### src/rtl/display_pkg.sv
// Shared definitions for the HEX-display counters.
//   state_e   : countdown FSM states
//   SEG7_LUT  : active-low 7-segment patterns for BCD 0..9 (bit 6 = segment g)
//   clamp_bcd : forces a non-BCD nibble (>9) to 9
package display_pkg;

  typedef enum logic [1:0] {
    IDLE,
    RUN,
    PAUSED,
    EXPIRED
  } state_e;

  localparam logic [6:0] SEG7_LUT [10] = '{
    7'b1000000,  // 0
    7'b1111001,  // 1
    7'b0100100,  // 2
    7'b0110000,  // 3
    7'b0011001,  // 4
    7'b0010010,  // 5
    7'b0000010,  // 6
    7'b1111000,  // 7
    7'b0000000,  // 8
    7'b0010000   // 9
  };

  function automatic logic [3:0] clamp_bcd(input logic [3:0] v);
    return (v > 4'd9) ? 4'd9 : v;
  endfunction

endpackage

### src/rtl/bcd_down_digit.sv
// One BCD digit of a down-counter with its 7-segment decode.
// Ports:
//   clk, reset      : clock, synchronous active-high reset (digit -> 0)
//   ld, ldVal[3:0]  : load the (clamped) value
//   dec             : global decrement enable (one tick)
//   borrowIn        : borrow from the lower digit (tie high for digit 0)
//   digit[3:0]      : current BCD value
//   borrowOut       : this digit is 0 and is being asked to decrement
//   hex[6:0]        : active-low segments
module bcd_down_digit
  import display_pkg::*;
(
  input  logic       clk,
  input  logic       reset,
  input  logic       ld,
  input  logic [3:0] ldVal,
  input  logic       dec,
  input  logic       borrowIn,
  output logic [3:0] digit,
  output logic       borrowOut,
  output logic [6:0] hex
);

  logic [3:0] digit_q;

  always_ff @(posedge clk) begin
    if (reset) begin
      digit_q <= 4'd0;
    end else if (ld) begin
      digit_q <= clamp_bcd(ldVal);
    end else if (dec && borrowIn) begin
      digit_q <= (digit_q == 4'd0) ? 4'd9 : digit_q - 4'd1;
    end
  end

  assign digit     = digit_q;
  assign borrowOut = borrowIn && (digit_q == 4'd0);
  // digit_q never exceeds 9; blank the display if it somehow does.
  assign hex       = (digit_q <= 4'd9) ? SEG7_LUT[digit_q] : 7'b1111111;

endmodule

### src/rtl/countdown_display.sv
// Multi-digit BCD down-counter driving active-low 7-segment displays.
// Ports:
//   clk, reset : clock, synchronous active-high reset
//   load       : load loadVal (nibbles clamped to 9), return to IDLE
//   loadVal    : BCD start value, digit 0 in bits [3:0]
//   start      : begin counting from IDLE
//   pause      : level, freezes value and prescaler while high
//   hex        : 7 segments per digit, digit 0 in bits [6:0]
//   running    : high in RUN
//   done       : one-cycle pulse after the count reaches zero
//   isZero     : all digits are zero
module countdown_display
  import display_pkg::*;
#(
  parameter int unsigned DIGITS   = 2,
  parameter int unsigned TICK_DIV = 50000000
) (
  input  logic                  clk,
  input  logic                  reset,
  input  logic                  load,
  input  logic [4*DIGITS-1:0]   loadVal,
  input  logic                  start,
  input  logic                  pause,
  output logic [7*DIGITS-1:0]   hex,
  output logic                  running,
  output logic                  done,
  output logic                  isZero
);

  localparam int unsigned PW = $clog2(TICK_DIV);
  localparam logic [PW-1:0] PRESC_TOP = PW'(TICK_DIV - 1);
  localparam logic [4*DIGITS-1:0] VALUE_ONE = 1;

  state_e          state_q, state_d;
  logic [PW-1:0]   presc_q, presc_d;
  logic            done_q, done_d;
  logic            tick, ld;
  logic            is_one;
  logic [4*DIGITS-1:0] value;
  logic [DIGITS:0]     borrow;
  logic                unused_top_borrow;

  assign borrow[0] = 1'b1;

  for (genvar i = 0; i < DIGITS; i++) begin : g_digit
    bcd_down_digit u_digit (
      .clk      (clk),
      .reset    (reset),
      .ld       (ld),
      .ldVal    (loadVal[4*i +: 4]),
      .dec      (tick),
      .borrowIn (borrow[i]),
      .digit    (value[4*i +: 4]),
      .borrowOut(borrow[i+1]),
      .hex      (hex[7*i +: 7])
    );
  end

  // Zero detection halts counting before the top digit could wrap.
  assign unused_top_borrow = borrow[DIGITS];

  assign isZero = (value == '0);
  assign is_one = (value == VALUE_ONE);

  always_ff @(posedge clk) begin
    if (reset) begin
      state_q <= IDLE;
      presc_q <= '0;
      done_q  <= 1'b0;
    end else begin
      state_q <= state_d;
      presc_q <= presc_d;
      done_q  <= done_d;
    end
  end

  always_comb begin
    state_d = state_q;
    presc_d = presc_q;
    done_d  = 1'b0;
    tick    = 1'b0;
    ld      = 1'b0;
    if (load) begin
      ld      = 1'b1;
      state_d = IDLE;
      presc_d = '0;
    end else begin
      unique case (state_q)
        IDLE: begin
          if (start) begin
            if (isZero) begin
              state_d = EXPIRED;
              done_d  = 1'b1;
            end else begin
              state_d = RUN;
              presc_d = '0;
            end
          end
        end
        // Releasing pause counts on the same edge, continuing the frozen prescaler.
        RUN, PAUSED: begin
          if (pause) begin
            state_d = PAUSED;
          end else begin
            state_d = RUN;
            if (presc_q == PRESC_TOP) begin
              presc_d = '0;
              tick    = 1'b1;
              if (is_one) begin
                state_d = EXPIRED;
                done_d  = 1'b1;
              end
            end else begin
              presc_d = presc_q + 1'b1;
            end
          end
        end
        EXPIRED: ;
        default: state_d = IDLE;
      endcase
    end
  end

  assign running = (state_q == RUN);
  assign done    = done_q;

endmodule

### config.mk
export PLATFORM = sky130hd
export DESIGN_NAME = countdown_display
export DESIGN_NICKNAME = d
export VERILOG_FILES = /design/src/rtl/display_pkg.sv /design/src/rtl/bcd_down_digit.sv /design/src/rtl/countdown_display.sv
export SDC_FILE = /design/constraint.sdc
export NUM_CORES = 1
export LEC_CHECK = 0
export CAP_MARGIN = 30
export CORE_MARGIN = 2
export CORE_UTILIZATION = 60
export DETAILED_ROUTE_END_ITERATION = 10
export PLACE_DENSITY = 0.85
export SLEW_MARGIN = 20
export SYNTH_ARGS = -nofsm -noshare
export SYNTH_HDL_FRONTEND = slang
export SYNTH_HIERARCHICAL = 1
export SYNTH_SLANG_ARGS = --single-unit
### constraint.sdc
create_clock -name clk -period 6 [get_ports clk]
set_input_delay 0.9 -clock clk [delete_from_list [all_inputs] [get_ports clk]]
set_output_delay 0.9 -clock clk [all_outputs]
set_load 0.02 [all_outputs]
==> results.md, run 1 <==
* CTS tree: done
* Vias at around 2.5k
* R2R cell count at 8
* Endpoints failing setup at 0
* Global-route wire length before repair at 9510 µm
* Netlist Area Pre-Place at 2510 µm²
* Max stage delay on crit path at between 600 and 700 ps
* Setup WS pre-CTS at roughly 3000 ps
* HPWL Detailed at between 4000 and 5000 µm
* Hold Fails Final Rpt at 0
* DR WL met2 at about 2500 µm
* Util after Layout at 71.7%
* Row count at 23
* WL met3 at approximately 440 µm
* Critical path class: reg -> out
* Clock Root Buffer: clkbuf_8
* Area grow syn2layout at 14.9%
* Most frequent cells in the layout: nor2_1 (39), dfxtp_1 (37), clkdlybuf4s50_1 (29), a21oi_1 (22), nand2_1 (20)
* # resized after CTS at 0
* Final Critical Period at about 3300 ps
* Setup crit end kind: output pin
* Max-cap violations at 0
* Worst path arrival time at around 2400 ps
* Layout cells sized above 1 at under 10%
* Skew-Pair Late Insertion Delay at ~290 ps
* Worst VDD drop at around 0.14 mV
* Clk_skew at around 4.7 ps
* Run status: completed
* Starting DRT DRC Count at about 250
* Synthesized instance count at 322
* Setup bufs post-CTS at 0
* Clock transition at path regs at ~70 ps
* Worst r2r src: presc_q[16]$_SDFFE_PP0P_
* Max FO, Critical Path at 14
* Tcrit/Tclk final at between 50% and 60%
* CP delay by family, top: buffers and inverters
* Final setup TNS at 0 ps
* Starting Density at between 60% and 70%
* Flop2flop setup slack at 3240 ps
* Leak at roughly 0.96 nW
* Bufs on Longest Clock Path at 2
* DIE AREA at roughly 4700 µm²
* Critical Path Sink: hex[3]
* Crit path launch: g_digit[0].u_digit/digit[0]$_SDFFE_PP0P_
* DRC at 0
* Post-route cell area at around 2900 µm²
* Pins Over Slew Limit at 0
* Yosys warns at 6
* Worst path bufs/invs at 2
* Crit path depth at 6
* WL final at 5790 µm
* Io pins at 30
* Final nets at between 300 and 400
* Antenna diodes at 0
* H-tree levels at 2
* Total CTS buffers at 5
* Port bufs at 29
* Die Height at ~69 µm
* CTS sink count at 37
* Vias in the first global route at around 2.1k
* Die X at between 60 and 70 µm
* Post-route ant nets at 0
* R2R Path End: g_digit[1].u_digit/digit[1]$_SDFFE_PP0P_
* Hold Buf Count CTS at 0
* Syn avg cell area at approximately 7.8 µm²
* Post-route setup slack at between 2000 and 3000 ps
* Metal-1 WL at 2800 µm
* Most common cell after layout, fill and taps aside: nor2_1
* CP Launch Type: flip-flop
* Fmax at 301 MHz
* Initial antenna violation count at 0
* Slew of the pin with the lowest slew margin at just under 900 ps
* Gp weighted congestion at between 0.9 and 1
* Largest net degree at the start of global routing at 25
* Worst Hold Class: reg -> reg
* Dpl cell area at about 2800 µm²
* PwrDens at ~200 nW/µm²
* Req. time, crit path at between 5000 and 6000 ps
* Grt total ovfl at 0
* Core Footprint at 4030 µm²
* Routed wire per std cell at 14.6 µm
* Vias/cell at roughly 6.2
* Critical-path cell list: inv_1 -> ha_1 -> o21bai_1 -> a22oi_1 -> o21ai_0 -> clkdlybuf4s50_1
* Drt first pass iters at 5
* Worst relative slew slack at between 40% and 50%
* Tot Pwr at between 0.0005 and 0.0006 W
* Total GRT Usage at 26.2%
* Slowest cell on the critical path: dfxtp_1
* RSZ-0062 raised after global routing: no
* DR top layer: met4
-- stage by stage --
step,hold slack (ps),instances
final,498,396
after global routing,510,396
after CTS,493,396
after detailed placement,483,388
after global placement,478,388
after floorplan,446,325
-- tightest hold or removal path, stage by stage, from the launching register on --
cell	delay [ps]
dfxtp_1	340
nand2_1	60
a21oi_1	50
-- state kept, by name, indices dropped and copies added, names as in the netlist --
name and cells:
done 1, g_digit.u_digit/digit 8, presc_q 26, state_q 2
-- where the power goes --
group	total [W]	internal, W	leakage [nW]	switching [W]
Clock	0.000169	0.0000805	0.0450	0.0000886
Sequential	0.000261	0.000250	0.300	0.0000110
Combinational	0.000138	0.0000577	0.612	0.0000807
-- worst min path at each step --
stage	start	endpoint	slack, ps	cells past startpoint
2_1_floorplan	presc_q[25]$_SDFFE_PP0P_	presc_q[25]$_SDFFE_PP0P_	450	2
3_3_place_gp	presc_q[1]$_SDFFE_PP0P_	presc_q[1]$_SDFFE_PP0P_	480	2
3_5_place_dp	presc_q[1]$_SDFFE_PP0P_	presc_q[1]$_SDFFE_PP0P_	480	2
4_1_cts	presc_q[1]$_SDFFE_PP0P_	presc_q[1]$_SDFFE_PP0P_	490	2
5_1_grt	presc_q[1]$_SDFFE_PP0P_	presc_q[1]$_SDFFE_PP0P_	510	2
6_report	presc_q[1]$_SDFFE_PP0P_	presc_q[1]$_SDFFE_PP0P_	500	2
-- per-layer routing --
metal,up-vias,global-route usage [%]
met5,-,0
met4,0,7.60
met3,10,6.17
met2,104,38.8
met1,1115,37.7
li1,1227,-
-- area by class of cell --
| cell class | count | area [µm²] |
|---|---|---|
| sequential | 37 | 741 |
| tap | 50 | 62.6 |
| multi-input combinational | 260 | 1670 |
| fill | 340 | 1140 |
| clock inverter | 2 | 10.0 |
| inverter | 12 | 45.0 |
| clock buffer | 6 | 72.6 |
| timing repair buffer | 29 | 290 |
(Power assumes the default switching activity.)
==> run 2, diff against run 1 <==
Settings changed: CORE_UTILIZATION 60 to 51, PLACE_DENSITY 0.85 to 0.77.
Clock period 6 ns to 2.85 ns, I/O delays scaled along.
==> run 2 against run 1 <==
Against the previous run: clock power rose to 2.9 times the previous value; worst hold slack got worse by 6.8 ps; combinational power rose by 120%; sequential power rose by 110%; final cell count rose by 6.1%; non-clock buffer count rose by 7; die area rose by 17%; via count rose by 0.73%; register-to-register slack got worse by 3100 ps; worst setup slack got worse by 2500 ps; critical path depth did not move; core utilization fell by 8.6 points.
==> results.md, run 2 (synthesis results as in run 1) <==
* Final nets at 379 (+1.9%)
* Routed wire per std cell at 14.6 µm (-0.13%)
* CTS tree: done
* Grt total ovfl at 0 (unchanged)
* Register Area at 742 µm² (+0.17%)
* DRC at 0 (unchanged)
* Max reg flops at 26 (unchanged)
* Placed insts at 412 (+6.2%)
* Initial antenna violation count at 0 (unchanged)
* Worst path arrival time at 2260 ps (-160 ps)
* Area grow syn2layout at 19.4%
* Sw Pwr at 0.000400 W (+120%)
* Switching Share at 29.9% (-1.8 points)
* Worst relative slew slack at 40.9% (-0.83 points)
* PwrDens at 446 nW/µm² (+130%)
* Worst Hold Class: reg -> reg
* Slew of the pin with the lowest slew margin at 882 ps (+12.3 ps)
* Filler-free cell count of the finished design at 420 (+6.1%)
* H-tree levels at 2 (unchanged)
* Combinational share of power at 22.8% (-1.5 points)
* Tcrit/Tclk final at 94.2%
* Int Pwr at 0.000940 W (+140%)
* Most frequent cells in the layout: nor2_1 (39), dfxtp_1 (36), clkdlybuf4s50_1 (29), a21oi_1 (22), nand2_1 (20)
* Vias in the first global route at 2130 (+3.1%)
* RSZ-0062 raised after global routing: no
* Hold Fails Final Rpt at 0 (unchanged)
* Antenna diodes at 0 (unchanged)
* CTS sink count at 37 (unchanged)
* Most common cell after layout, fill and taps aside: nor2_1
* Global-route wire length before repair at 10000 µm (+5.3%)
* Final Critical Period at roughly 2700 ps
* Most flop-heavy register: presc_q
* HPWL Detailed at 4330 µm (+3.9%)
* Total CTS buffers at 5 (unchanged)
* Area of the multi-input gates at 1670 µm² (unchanged)
* Layout fillers at 445 (+31%)
* Die X at 74.2 µm (+8.0%)
* DIE AREA at 5510 µm² (+17%)
* Port bufs at 29 (unchanged)
* Clk_skew at 3.42 ps (-1.31 ps)
* Total GRT Usage at 23.2% (-3.0 points)
* Hold WS at 492 ps (-6.76 ps)
* Starting Density at 52.9% (-9.5 points)
* CP Launch Type: flip-flop
* Post-route ant nets at 0 (unchanged)
* Fmax at roughly 370 MHz
* Max-cap violations at 0 (unchanged)
* Core Footprint at 4750 µm² (+18%)
* Sequential share of power at 40.7% (-5.2 points)
* Hold Buf Count CTS at 0 (unchanged)
* Skew-Pair Late Insertion Delay at 300 ps (about the same)
* Setup crit end kind: output pin
* Util after Layout at 63.1% (-8.6 points)
* Req. time, crit path at 2420 ps (-2680 ps)
* Critical path class: reg -> out
* Max FO, Critical Path at 8 (-6)
* Gp weighted congestion at 0.870 (-10%)
* Io pins at 30 (unchanged)
* Drt first pass iters at 4 (-1)
* Leak at 1.00 nW (+4.8%)
* Pins Over Slew Limit at 0 (unchanged)
* Final setup TNS at 0 ps (unchanged)
* Bufs on Longest Clock Path at 2 (unchanged)
* Largest net degree at the start of global routing at 24 (-4.0%)
* Worst VDD drop at 0.193 mV (+34%)
* Run status: completed
* Row count at 25 (+8.7%)
* Starting DRT DRC Count at 146 (-42%)
* Die Height at 74.2 µm (+8.0%)
* Clock share of power at 36.4% (+6.7 points)
* Endpoints failing setup at 0 (unchanged)
* Layout cells sized above 1 at 6.23% (+2.5 points)
* Clock Root Buffer: clkbuf_8
* Vias at 2474 (+0.73%)
* Clock transition at path regs at 70 ps (about the same)
* Vias/cell at 5.89 (-5.0%)
* WL final at 6140 µm (+5.9%)
-- run 2: cell types whose count changed in the layout (fill, tap and decap cells not counted), sizes merged --
cell	change
clkinv	-2
bufinv	+1
clkinvlp	+1
buf	+7
-- run 2: repair_timing --
item	in CTS	in global routing
setup buffers	0	0
resized for setup	0	1
endpoints found under the setup margin	0	2
-- run 2: cell type report --
type,count,area share [%]
multi-input cells,260,55.6
flip-flops and latches,37,24.7
well taps,67,2.79
repair buffers,36,11.4
inverters,12,1.50
clock buffers,6,2.75
clock inverters,2,1.25
-- run 2: power groups by stage --
stage / Clock, W / Combinational [W] / Sequential, W
floorplan: 0 / 0.000197 / 0.000551
global placement: 0 / 0.000302 / 0.000557
detailed placement: 0 / 0.000304 / 0.000557
CTS: 0.000488 / 0.000305 / 0.000545
global route: 0.000508 / 0.000333 / 0.000548
finish: 0.000488 / 0.000306 / 0.000546
-- run 2: critical path, stage by stage, from the launching register on --
cell and delay (ps):
dfxtp_1 510, inv_1 180, ha_1 290, nor2_1 110, nor2_1 80, a2bb2oi_1 180, clkdlybuf4s50_1 610
-- run 2: routing by layer --
layer	GRT usage (%)	wire length (µm)
met4	6.55	83
met3	3.79	261
met5	0	0
met2	37.2	2840
met1	32.3	2950
-- run 2: through the flow --
step	power (W)	worst slack (ps)	area [µm²]
2_1_floorplan	0.000747	448	2530
5_1_grt	0.00139	3.66	3000
3_5_place_dp	0.000861	189	2880
4_1_cts	0.00134	135	3000
3_3_place_gp	0.000859	286	2880
6_report	0.00134	166	3000
-- run 2: worst paths after layout --
path,start,end,slack [ps],depth (start not counted)
max,g_digit[1].u_digit/digit[0]$_SDFFE_PP0P_,hex[11],170,6
min,presc_q[25]$_SDFFE_PP0P_,presc_q[25]$_SDFFE_PP0P_,490,2
max reg2reg,presc_q[16]$_SDFFE_PP0P_,g_digit[1].u_digit/digit[1]$_SDFFE_PP0P_,180,8
min reg2reg,presc_q[25]$_SDFFE_PP0P_,presc_q[25]$_SDFFE_PP0P_,490,2
==> run 3, diff against run 2 <==
--- a/config.mk
+++ b/config.mk
@@ -11,4 +11,5 @@
 export DETAILED_ROUTE_END_ITERATION = 10
 export PLACE_DENSITY = 0.77
+export RECOVER_POWER = 100
 export SLEW_MARGIN = 20
 export SYNTH_ARGS = -nofsm -noshare
==> constraint.sdc (replaced) <==
create_clock -name clk -period 2.85 [get_ports clk]
set_input_delay 0.4275 -clock clk [delete_from_list [all_inputs] [get_ports clk]]
set_output_delay 0.4275 -clock clk [all_outputs]
set_load 0.1 [all_outputs]
==> run 3 against run 2 <==
Against the previous run: sequential share of layout area increased by 0.34 points; flip-flop and latch count stayed put; global-route usage shrank 0.29 points; highest routed layer unchanged; critical endpoint is now g_digit[1].u_digit/digit[1]$_SDFFE_PP0P_; non-clock buffer count rose by 2.
==> results.md, run 3 (synthesis results as in run 1) <==
* Largest net degree at the start of global routing at 24 (unchanged)
* Hold Fails Final Rpt at 0 (unchanged)
* Worst path arrival time at 2800 ps (+540 ps)
* H-tree levels at 2 (unchanged)
* Worst VDD drop at 0.267 mV (+38%)
* Initial antenna violation count at 0 (unchanged)
* DRC at 0 (unchanged)
* Starting Density at 52.9% (unchanged)
* Final Critical Period at 2580 ps (-109 ps)
* Leak at 1.02 nW (+2.2%)
* Hold Startpoint: presc_q[1]$_SDFFE_PP0P_
* Die Height at 74.2 µm (unchanged)
* Worst r2r src: presc_q[16]$_SDFFE_PP0P_
* Area grow syn2layout at 17.5%
* Req. time, crit path at 3070 ps (+650 ps)
* CTS sink count at 37 (unchanged)
* Max FO, Critical Path at 6 (-2)
* Filler-free cell count of the finished design at 422 (+0.48%)
* R2R cell count at 8 (unchanged)
* Post-route cell area at 2960 µm² (-1.5%)
* Pins Over Slew Limit at 0 (unchanged)
* Crit path launch: presc_q[16]$_SDFFE_PP0P_
* Die X at 74.2 µm (unchanged)
* Final nets at 381 (+0.53%)
* Vias in the first global route at 2157 (+1.3%)
* Worst relative slew slack at 22.7% (-18 points)
* Worst Hold Depth at 2 (unchanged)
* Sw Pwr at 0.000531 W (+33%)
* Bufs on Longest Clock Path at 2 (unchanged)
* Clk_skew at 8.63 ps (+5.21 ps)
* Dpl cell area at 2970 µm² (+3.0%)
* Combinational share of power at 32.3% (+9.5 points)
* Clock Root Buffer: clkbuf_8
* Most common cell after layout, fill and taps aside: nor2_1
* Slew of the pin with the lowest slew margin at 1160 ps (+283 ps)
* Max-cap violations at 0 (unchanged)
* CP Launch Type: flip-flop
* DIE AREA at 5510 µm² (unchanged)
* Fmax at 388 MHz (+4.2%)
* Total CTS buffers at 5 (unchanged)
* PwrDens at 472 nW/µm² (+5.7%)
* Gp weighted congestion at 0.832 (-4.4%)
* Run status: completed
* Clock share of power at 28.7% (-7.7 points)
* Skew-Pair Late Insertion Delay at 290 ps (about the same)
* Post-route ant nets at 0 (unchanged)
* Io pins at 30 (unchanged)
* RSZ-0062 raised after global routing: no
* Row count at 25 (unchanged)
* Placed insts at 414 (+0.49%)
* Setup bufs post-CTS at 0 (unchanged)
* Layout cells sized above 1 at 11.5% (+5.3 points)
* CTS tree: done
* Drt first pass iters at 5 (+1)
* Vias at 2512 (+1.5%)
* Tcrit/Tclk final at 90.4% (-3.8 points)
* Hold WS at 494 ps (+2.79 ps)
* Routed wire per std cell at 14.3 µm (-2.1%)
* HPWL Detailed at 4440 µm (+2.5%)
* Vias/cell at 5.95 (+1.1%)
* Most frequent cells in the layout: nor2_1 (38), dfxtp_1 (37), a21oi_1 (21), nand2_1 (20), nand3_1 (16)
* Setup crit end kind: flip-flop
* Int Pwr at 0.000862 W (-8.2%)
* Port bufs at 29 (unchanged)
* Sequential share of power at 39.0% (-1.7 points)
* Clock transition at path regs at 70 ps (about the same)
* Switching Share at 38.1% (+8.3 points)
* Core Footprint at 4750 µm² (unchanged)
* WL final at 6040 µm (-1.6%)
* Grt total ovfl at 0 (unchanged)
* Worst Hold Class: reg -> reg
* Critical path class: reg -> reg
* Endpoints failing setup at 0 (unchanged)
* Most flop-heavy register: presc_q
* Total GRT Usage at 22.9% (-0.29 points)
* Antenna diodes at 0 (unchanged)
* Global-route wire length before repair at 9920 µm (-0.89%)
* Max reg flops at 26 (unchanged)
* Starting DRT DRC Count at 211 (+45%)
## run 3: cell types whose count changed in the layout (fill, tap and decap cells not counted), moves of 2 or more
cell	delta
o21ai_0	-2
clkdlybuf4s50_1	-17
clkbuf_1	+2
buf_12	+2
o21ai_1	+2
clkbuf_2	+13
buf_4	+2
## run 3: layer usage
metal	global-route usage [%]	vias up	wire length (µm)
met1	31.6	1187	2830
met2	36.8	72	2880
li1	-	1249	-
met4	4.56	0	34
met3	5.56	4	293
met5	0	-	0
## run 3: power by group through the flow
stage	Sequential, W	Combinational, W	Clock, W
3_5_place_dp	0.000555	0.000488	0
5_1_grt	0.000546	0.000478	0.000429
3_3_place_gp	0.000555	0.000486	0
2_1_floorplan	0.000553	0.000348	0
6_report	0.000543	0.000450	0.000400
4_1_cts	0.000543	0.000489	0.000408
## run 3: stage by stage
stage / total power [W] / setup slack [ps] / utilization, % / setup TNS (ps)
after floorplan: 0.000901 / -205 / - / -508
after CTS: 0.00144 / 181 / 64.5 / 0
after global routing: 0.00145 / 66.5 / 62.2 / 0
after detailed placement: 0.00104 / 199 / 62.4 / 0
after global placement: 0.00104 / 288 / 62.4 / 0
final: 0.00139 / 275 / 62.2 / 0
## run 3: area by class of cell
class	instances	area [µm²]
timing repair buffer	38	300
fill	459	1800
sequential	37	741
tap	67	83.8
clock inverter	1	5.00
clock buffer	7	96.3
multi-input combinational	260	1680
inverter	12	45.0
## run 3: worst max-delay path, stage by stage (launching register included)
cell and delay (ps):
dfxtp_1 350, or4b_2 680, nor3_1 250, and3_1 240, nand2_1 70, nor2_2 210, nand2_1 170, or4_1 410
a31oi_1 130
## run 3: repair_timing
item / 4_1_cts / 5_1_grt
hold endpoints to repair: 0 / 0
hold buffers: 0 / 0
resized for setup: 0 / 1
setup endpoints to repair: 0 / 3
## run 3: worst paths after layout
kind	end	slack [ps]
max	g_digit[1].u_digit/digit[1]$_SDFFE_PP0P_	270
min	presc_q[1]$_SDFFE_PP0P_	490
max reg2reg	g_digit[1].u_digit/digit[1]$_SDFFE_PP0P_	270
min reg2reg	presc_q[1]$_SDFFE_PP0P_	490
